### config.mk
export PLATFORM = sky130hd
export DESIGN_NAME = dfii_init_seq
export DESIGN_NICKNAME = d
export VERILOG_FILES = /design/src/rtl/dfii_init_seq_pkg.sv /design/src/rtl/dfii_init_rom.sv /design/src/rtl/dfii_init_seq.sv
export SDC_FILE = /design/constraint.sdc
export NUM_CORES = 1
export LEC_CHECK = 0
export ABC_AREA = 1
export BUFFER_PORTS_ARGS = -buffer_cell sky130_fd_sc_hd__buf_2
export CAP_MARGIN = 40
export CORE_UTILIZATION = 58
export CTS_BUF_LIST = sky130_fd_sc_hd__clkbuf_8
export DETAILED_ROUTE_END_ITERATION = 7
export HOLD_SLACK_MARGIN = 0.02
export PLACE_DENSITY = 0.94
export SYNTH_ARGS = -nofsm -noshare
export SYNTH_HDL_FRONTEND = slang
export SYNTH_SLANG_ARGS = --single-unit
### constraint.sdc
create_clock -name clk -period 3.1 [get_ports clk]
set_input_delay 0.155 -clock clk [delete_from_list [all_inputs] [get_ports clk]]
set_output_delay 0.155 -clock clk [all_outputs]
set_load 0.03 [all_outputs]
### src/rtl/dfii_init_seq_pkg.sv
// Shared definitions for the DFII DDR3 init sequencer.
// Holds the DFII CSR word addresses, CTRL/CMD bit constants, the step-kind
// enum consumed from the step ROM, the sequencer FSM state enum and a small
// helper used to size the cycle counters.
package dfii_init_seq_pkg;

  // DFII CSR word addresses (Wishbone word addressing)
  localparam logic [29:0] DFII_CTRL_ADR = 30'h2400;
  localparam logic [29:0] DFII_CMD_ADR  = 30'h2401;
  localparam logic [29:0] DFII_STB_ADR  = 30'h2402;
  localparam logic [29:0] DFII_A_ADR    = 30'h2403;
  localparam logic [29:0] DFII_BA_ADR   = 30'h2404;

  // CTRL register bits
  localparam logic [31:0] CTRL_SEL     = 32'h01;
  localparam logic [31:0] CTRL_CKE     = 32'h02;
  localparam logic [31:0] CTRL_ODT     = 32'h04;
  localparam logic [31:0] CTRL_RESET_N = 32'h08;

  // CMD register bits
  localparam logic [31:0] CMD_CS  = 32'h01;
  localparam logic [31:0] CMD_WE  = 32'h02;
  localparam logic [31:0] CMD_CAS = 32'h04;
  localparam logic [31:0] CMD_RAS = 32'h08;

  localparam logic [31:0] CMD_MRS  = CMD_CS | CMD_WE | CMD_CAS | CMD_RAS;
  localparam logic [31:0] CMD_ZQCL = CMD_CS | CMD_WE;

  localparam int STEP_IDX_W = 6;

  typedef enum logic [1:0] {
    STEP_WRITE = 2'd0,
    STEP_WAIT  = 2'd1,
    STEP_END   = 2'd2
  } step_kind_e;

  typedef enum logic [2:0] {
    S_IDLE, S_POR, S_FETCH, S_WB_REQ, S_WB_GAP, S_WAIT, S_DONE, S_ERROR
  } state_e;

  function automatic int unsigned max_u(input int unsigned a, input int unsigned b);
    return (a > b) ? a : b;
  endfunction

endpackage

### src/rtl/dfii_init_rom.sv
// Combinational step table for the DDR3 init sequence.
//   idx_i  : step index
//   kind_o : WRITE / WAIT / END (END for any index past the table)
//   addr_o : CSR word address (WRITE)
//   data_o : CSR data (WRITE) or cycle count (WAIT)
// Steps 4..23 are the five mode-register groups (MR2, MR3, MR1, MR0, MR0),
// each written A, BA, CMD, STB; they are decoded from idx_i[4:2]/[1:0].
module dfii_init_rom
  import dfii_init_seq_pkg::*;
#(
  parameter int unsigned TDLLK_CYCLES    = 600,
  parameter int unsigned TZQINIT_CYCLES  = 600,
  parameter int unsigned THANDOFF_CYCLES = 200
) (
  input  logic [STEP_IDX_W-1:0] idx_i,
  output step_kind_e            kind_o,
  output logic [29:0]           addr_o,
  output logic [31:0]           data_o
);

  logic [31:0] mr_a;
  logic [31:0] mr_ba;

  // idx_i[4:2] = 1..5 selects MR2, MR3, MR1, MR0 (DLL reset), MR0
  always_comb begin
    mr_a  = 32'h220;
    mr_ba = 32'h0;
    case (idx_i[4:2])
      3'd1:    begin mr_a = 32'h200; mr_ba = 32'h2; end
      3'd2:    begin mr_a = 32'h000; mr_ba = 32'h3; end
      3'd3:    begin mr_a = 32'h006; mr_ba = 32'h1; end
      3'd4:    begin mr_a = 32'h320; mr_ba = 32'h0; end
      default: begin mr_a = 32'h220; mr_ba = 32'h0; end
    endcase
  end

  always_comb begin
    kind_o = STEP_END;
    addr_o = '0;
    data_o = '0;
    if (idx_i >= 6'd4 && idx_i <= 6'd23) begin
      kind_o = STEP_WRITE;
      case (idx_i[1:0])
        2'd0:    begin addr_o = DFII_A_ADR;   data_o = mr_a;    end
        2'd1:    begin addr_o = DFII_BA_ADR;  data_o = mr_ba;   end
        2'd2:    begin addr_o = DFII_CMD_ADR; data_o = CMD_MRS; end
        default: begin addr_o = DFII_STB_ADR; data_o = 32'h1;   end
      endcase
    end else begin
      case (idx_i)
        6'd0:  begin kind_o = STEP_WRITE; addr_o = DFII_A_ADR;    data_o = 32'h0; end
        6'd1:  begin kind_o = STEP_WRITE; addr_o = DFII_BA_ADR;   data_o = 32'h0; end
        6'd2:  begin kind_o = STEP_WRITE; addr_o = DFII_CTRL_ADR; data_o = CTRL_RESET_N | CTRL_ODT; end
        6'd3:  begin kind_o = STEP_WRITE; addr_o = DFII_CTRL_ADR; data_o = CTRL_RESET_N | CTRL_ODT | CTRL_CKE; end
        6'd24: begin kind_o = STEP_WAIT;  data_o = 32'(TDLLK_CYCLES); end
        6'd25: begin kind_o = STEP_WRITE; addr_o = DFII_A_ADR;    data_o = 32'h400; end
        6'd26: begin kind_o = STEP_WRITE; addr_o = DFII_BA_ADR;   data_o = 32'h0; end
        6'd27: begin kind_o = STEP_WRITE; addr_o = DFII_CMD_ADR;  data_o = CMD_ZQCL; end
        6'd28: begin kind_o = STEP_WRITE; addr_o = DFII_STB_ADR;  data_o = 32'h1; end
        6'd29: begin kind_o = STEP_WAIT;  data_o = 32'(TZQINIT_CYCLES); end
        6'd30: begin kind_o = STEP_WRITE; addr_o = DFII_CTRL_ADR; data_o = CTRL_SEL; end
        6'd31: begin kind_o = STEP_WAIT;  data_o = 32'(THANDOFF_CYCLES); end
        default: kind_o = STEP_END;
      endcase
    end
  end

endmodule

### src/rtl/dfii_init_seq.sv
// DDR3 power-up init sequencer driving the DFII CSRs over Wishbone classic.
//   clk, rst_n        : clock, async active-low reset
//   start             : one-cycle request to (re)run the sequence
//   busy/done/error   : running / finished OK / aborted on ack timeout
//   dram_rst          : DRAM reset, active high
//   wb_*              : Wishbone classic master (word address)
// Holds dram_rst for TPOR cycles, then walks the step table in dfii_init_rom.
// Each write is one Wishbone cycle followed by a one-cycle gap and a fetch.
module dfii_init_seq
  import dfii_init_seq_pkg::*;
#(
  parameter int unsigned TPOR_CYCLES     = 35,
  parameter int unsigned TDLLK_CYCLES    = 600,
  parameter int unsigned TZQINIT_CYCLES  = 600,
  parameter int unsigned THANDOFF_CYCLES = 200,
  parameter int unsigned ACK_TIMEOUT     = 255
) (
  input  logic        clk,
  input  logic        rst_n,
  input  logic        start,
  output logic        busy,
  output logic        done,
  output logic        error,
  output logic        dram_rst,
  output logic [29:0] wb_adr,
  output logic [31:0] wb_dat_w,
  output logic [3:0]  wb_sel,
  output logic        wb_cyc,
  output logic        wb_stb,
  output logic        wb_we,
  input  logic        wb_ack
);

  // One spare bit so the counter cannot wrap before any terminal count.
  localparam int unsigned MAXP = max_u(max_u(TPOR_CYCLES, TDLLK_CYCLES),
                                       max_u(max_u(TZQINIT_CYCLES, THANDOFF_CYCLES), ACK_TIMEOUT));
  localparam int CNT_W = $clog2(MAXP + 1) + 1;

  localparam int unsigned TPOR_EFF = (TPOR_CYCLES == 0) ? 1 : TPOR_CYCLES;
  localparam int unsigned ACK_EFF  = (ACK_TIMEOUT == 0) ? 1 : ACK_TIMEOUT;
  localparam logic [CNT_W-1:0] TPOR_LAST = CNT_W'(TPOR_EFF - 1);
  localparam logic [CNT_W-1:0] ACK_LAST  = CNT_W'(ACK_EFF - 1);
  localparam logic [CNT_W-1:0] CNT_ONE   = CNT_W'(1);

  state_e                state_q;
  logic [STEP_IDX_W-1:0] idx_q;
  logic [CNT_W-1:0]      cnt_q;
  logic [CNT_W-1:0]      wait_n_q;

  step_kind_e  rom_kind;
  logic [29:0] rom_addr;
  logic [31:0] rom_data;

  dfii_init_rom #(
    .TDLLK_CYCLES    (TDLLK_CYCLES),
    .TZQINIT_CYCLES  (TZQINIT_CYCLES),
    .THANDOFF_CYCLES (THANDOFF_CYCLES)
  ) u_rom (
    .idx_i  (idx_q),
    .kind_o (rom_kind),
    .addr_o (rom_addr),
    .data_o (rom_data)
  );

  always_ff @(posedge clk or negedge rst_n) begin
    if (!rst_n) begin
      state_q  <= S_IDLE;
      idx_q    <= '0;
      cnt_q    <= '0;
      wait_n_q <= '0;
      busy     <= 1'b0;
      done     <= 1'b0;
      error    <= 1'b0;
      dram_rst <= 1'b1;
      wb_adr   <= '0;
      wb_dat_w <= '0;
      wb_sel   <= '0;
      wb_cyc   <= 1'b0;
      wb_stb   <= 1'b0;
      wb_we    <= 1'b0;
    end else begin
      case (state_q)
        S_IDLE, S_DONE, S_ERROR: begin
          if (start) begin
            state_q  <= S_POR;
            busy     <= 1'b1;
            done     <= 1'b0;
            error    <= 1'b0;
            idx_q    <= '0;
            cnt_q    <= '0;
            dram_rst <= 1'b1;
          end
        end
        S_POR: begin
          if (cnt_q == TPOR_LAST) begin
            dram_rst <= 1'b0;
            cnt_q    <= '0;
            state_q  <= S_FETCH;
          end else begin
            cnt_q <= cnt_q + CNT_ONE;
          end
        end
        S_FETCH: begin
          cnt_q <= '0;
          case (rom_kind)
            STEP_WRITE: begin
              wb_adr   <= rom_addr;
              wb_dat_w <= rom_data;
              wb_sel   <= 4'hF;
              wb_cyc   <= 1'b1;
              wb_stb   <= 1'b1;
              wb_we    <= 1'b1;
              state_q  <= S_WB_REQ;
            end
            STEP_WAIT: begin
              // A zero-length wait still spends one cycle.
              wait_n_q <= (rom_data == 32'h0) ? CNT_ONE : rom_data[CNT_W-1:0];
              state_q  <= S_WAIT;
            end
            default: begin
              busy    <= 1'b0;
              done    <= 1'b1;
              state_q <= S_DONE;
            end
          endcase
        end
        S_WB_REQ: begin
          if (wb_ack) begin
            wb_cyc  <= 1'b0;
            wb_stb  <= 1'b0;
            wb_we   <= 1'b0;
            state_q <= S_WB_GAP;
          end else if (cnt_q == ACK_LAST) begin
            wb_cyc  <= 1'b0;
            wb_stb  <= 1'b0;
            wb_we   <= 1'b0;
            busy    <= 1'b0;
            error   <= 1'b1;
            state_q <= S_ERROR;
          end else begin
            cnt_q <= cnt_q + CNT_ONE;
          end
        end
        S_WB_GAP: begin
          idx_q   <= idx_q + 6'd1;
          state_q <= S_FETCH;
        end
        S_WAIT: begin
          if (cnt_q + CNT_ONE >= wait_n_q) begin
            idx_q   <= idx_q + 6'd1;
            state_q <= S_FETCH;
          end else begin
            cnt_q <= cnt_q + CNT_ONE;
          end
        end
        default: state_q <= S_IDLE;
      endcase
    end
  end

endmodule

==> flow_summary.toml <==
[sta]
max-slew-margin-rel_pct = 65.5
hold_viol_final = 0
finalSetupTns_ps = 0
finalClockSkew_ps = 13.6
fmaxAchievable_mhz = 363
setup_repair_after_global_routing_missed_its_margin = "false"
timing.final.crit_share_pct = 88.8
finalMaxSlewViolations = 0
slew_at_the_pin_closest_to_its_max_slew_limit_ps = 516
finalCriticalPeriod_ps = 2750
setup_violations = 0

[cts]
clock_tree.buffer_depth = 2
clock_sinks = 52
cts-buffers-inserted = 5
htreeDepth = 2
worstSkewPairLatency_ps = 320
cts_tree = "done"
cts.reportedPaths.clkPinSlew_ps = 100
clock_tree.root_cell = "sky130_fd_sc_hd__clkbuf_8"
post-cts-setup-buffer-count = 0

[run]
cap_violations = 0

[cells_and_area]
final_layout_size_suffix_gt1_share_pct = 12.9
final_core_util_pct = 62.0
count_of_nets_after_finishing = 595
n_antenna_cell = 0
areaGrowthSynthToFinish_pct = 2.54
finish.instance_area_um2 = 3990

[die]
die_w_um = 83.9
fp.dieH_um = 83.9
die-area_um2 = 7030
fp.coreArea_um2 = 6420
placement_rows = 29
floorplan.initialDensity_pct = 60.5
io_pins = 77

[logic_synthesis]
synth_common_cells = "sky130_fd_sc_hd__nand2_1, sky130_fd_sc_hd__inv_1, sky130_fd_sc_hd__nor2_1"
ys_ff_latch = 52
synth-edff-count = 0
part_of_the_yosys_area_used_for_sequential_elements_pct = 33.5
synthDominantAreaCellType = "sky130_fd_sc_hd__dfrtp_1"
post_synth.cell_area_avg_um2 = 7.10
ys_warn_count = 0
post_synth_instance_area_um2 = 3890
cell_types_with_the_largest_area_share_after_synthesis = "sky130_fd_sc_hd__dfrtp_1, sky130_fd_sc_hd__nand2_1, sky130_fd_sc_hd__buf_4"
cells_after_synthesis = 547
synth.most_common_cell = "sky130_fd_sc_hd__nand2_1"
synth_top_cell_area_share_pct = 32.8
synth_ff_type = "sky130_fd_sc_hd__dfrtp_1"
netlist-cell-type-count = 37
proportion_of_synthesized_flip_flops_having_asynchronous_set_or_reset_pct = 100

[critical_path]
worst_r2r_path_depth = 15
path_max_fanout = 11
reg2reg_capture_point = "cnt_q[0]$_DFFE_PN0P_"
critPathKind = "flip-flop to flip-flop"
critical_path.endpoint_type = "flip-flop"
worstPathArrival_ps = 2970
regToRegSetupSlack_ps = 350
required_time_at_the_endpoint_of_the_critical_path_ps = 3310
crit-reg2reg-launch = "cnt_q[0]$_DFFE_PN0P_"
setup.worst_path.start_class = "flip-flop"

[route]
post-route-drc-count = 8
post_drt_via_cell_ratio = 5.21
drt-initial-drc-count = 300
wl_per_cell_um = 12.7
antenna_violating_nets_post_route = 0
drt-total-wl_um = 8260
via_count = 3384
detailedRoute.firstPassIterationCount = 7

[global_routing]
antenna_violations_before_repair = 0
grt_first_pass_wirelength_um = 13900
track_usage_pct = 24.5
first_global_vias = 3131
grt_overflow_total = 0
grt_start_max_net_pins = 38

[pwr]
p_leak_nw = 2.28
power-per-cell-area_nw_per_um2 = 649
power.ir.vdd_worst_mv = 0.567

[run_status]
outcome = "finished, violations left"
violated_checks = "DRC"

[placed_design]
gp_routability_congestion = 0.952
place.port_buffers = 30
placement.cell_area_um2 = 3880
dp_hpwl_um = 6310

[min_path]
worstHoldStart = "wb_ack"
min-delay-path-class = "input pin to flip-flop"
min_delay_path_depth = 4
holdPathEnd = "error$_DFFE_PN0P_"
## critical path: stages, from the launching register on
cell and delay, ps:
sky130_fd_sc_hd__dfrtp_1 450, sky130_fd_sc_hd__ha_1 330, sky130_fd_sc_hd__nand2_1 120, sky130_fd_sc_hd__nor2_1 180, sky130_fd_sc_hd__xnor2_1 180, sky130_fd_sc_hd__inv_1 70
sky130_fd_sc_hd__ha_1 310, sky130_fd_sc_hd__nand2_1 100, sky130_fd_sc_hd__nor2_1 50, sky130_fd_sc_hd__and2_1 140, sky130_fd_sc_hd__nand2_1 70, sky130_fd_sc_hd__nand4_1 100
sky130_fd_sc_hd__nand2_1 120, sky130_fd_sc_hd__nand3_2 220, sky130_fd_sc_hd__nand2_1 140, sky130_fd_sc_hd__nand2_1 60
## placed cells by master, fill, tap and decap left out, types with 2 or more instances in the layout
master and count:
sky130_fd_sc_hd__inv_2 6, sky130_fd_sc_hd__nand2_2 6, sky130_fd_sc_hd__ha_1 19, sky130_fd_sc_hd__nand4_1 18
sky130_fd_sc_hd__nor2_4 3, sky130_fd_sc_hd__inv_6 2, sky130_fd_sc_hd__conb_1 46, sky130_fd_sc_hd__o211ai_1 2
sky130_fd_sc_hd__nor2_2 3, sky130_fd_sc_hd__and2_1 3, sky130_fd_sc_hd__nand2_1 146, sky130_fd_sc_hd__nor3_1 2
sky130_fd_sc_hd__clkbuf_8 5, sky130_fd_sc_hd__nand3_2 5, sky130_fd_sc_hd__o21ai_0 26, sky130_fd_sc_hd__a21oi_1 13
sky130_fd_sc_hd__dfrtp_1 51, sky130_fd_sc_hd__buf_4 3, sky130_fd_sc_hd__xor2_1 3, sky130_fd_sc_hd__o21ai_2 5
sky130_fd_sc_hd__nor2_1 58, sky130_fd_sc_hd__inv_1 69, sky130_fd_sc_hd__buf_2 30, sky130_fd_sc_hd__or2_1 2
sky130_fd_sc_hd__nand3_1 34
## sequential cells by signal, indices dropped and copies added, names as in the netlist
name / flops
state_q: 3
dram_rst: 1
busy: 1
wait_n_q: 11
error: 1
idx_q: 6
wb_sel: 1
wb_adr: 4
wb_dat_w: 11
cnt_q: 11
wb_we: 1
done: 1
## metal layers
layer / vias up / track usage, % / wire, µm
met5: - / 0 / 0
met1: 1574 / 32.1 / 3760
li1: 1672 / - / -
met4: 0 / 8.15 / 146
met2: 121 / 41.0 / 3940
met3: 17 / 4.35 / 424
## worst max-delay path by stage
stage | startpoint | to | slack [ps]
finish | cnt_q[0]$_DFFE_PN0P_ | cnt_q[0]$_DFFE_PN0P_ | 350
global route | cnt_q[0]$_DFFE_PN0P_ | idx_q[1]$_DFFE_PN0P_ | 100
CTS | cnt_q[0]$_DFFE_PN0P_ | cnt_q[0]$_DFFE_PN0P_ | 240
detailed placement | cnt_q[0]$_DFFE_PN0P_ | cnt_q[6]$_DFFE_PN0P_ | 250
global placement | cnt_q[0]$_DFFE_PN0P_ | cnt_q[1]$_DFFE_PN0P_ | 340
floorplan | cnt_q[0]$_DFFE_PN0P_ | cnt_q[0]$_DFFE_PN0P_ | 720
## through the flow
stage,setup WS (ps),hold WS (ps),std cells,total power [mW]
global placement,337,425,640,2.12
detailed placement,251,102,641,2.16
finish,347,244,650,2.58
global route,102,300,650,2.79
floorplan,721,-141,592,1.96
CTS,235,237,650,2.59
## logic make-up (layout without fill, tap and decap cells)
logic type                 count (synthesis)  after routing  synth area share [%]
and+or+nand+nor                          281            281                  32.0
buffers and inverters                    138            119                  19.4
AOI/OAI and AO/OA                         52             52                  7.98
DFF                                       52             52                  33.5
adders and majority gates                 19             19                  6.12
xor gates and xnor gates                   4              4                 0.902
other                                      1             46                0.0965
## final cells by class
cell class	instances	area (µm²)
flip-flops and latches	52	1300
multi-input cells	402	2000
clock inverters	3	25.0
repair buffers	35	203
inverters	76	287
clock buffers	5	68.8
fillers	609	2440
well taps	77	96.3
## report_power, final
group | internal, mW | switching [mW] | total (mW)
Combinational | 0.360 | 0.949 | 1.31
Sequential | 0.777 | 0.0786 | 0.855
Clock | 0.165 | 0.255 | 0.421
## timing repair
action                                  in CTS  in global routing
endpoints found under the hold margin       14                  0
hold buffers                                 1                  0
resized for setup                            0                  1
endpoints found under the setup margin       0                 11
(Power assumes the default switching activity.)
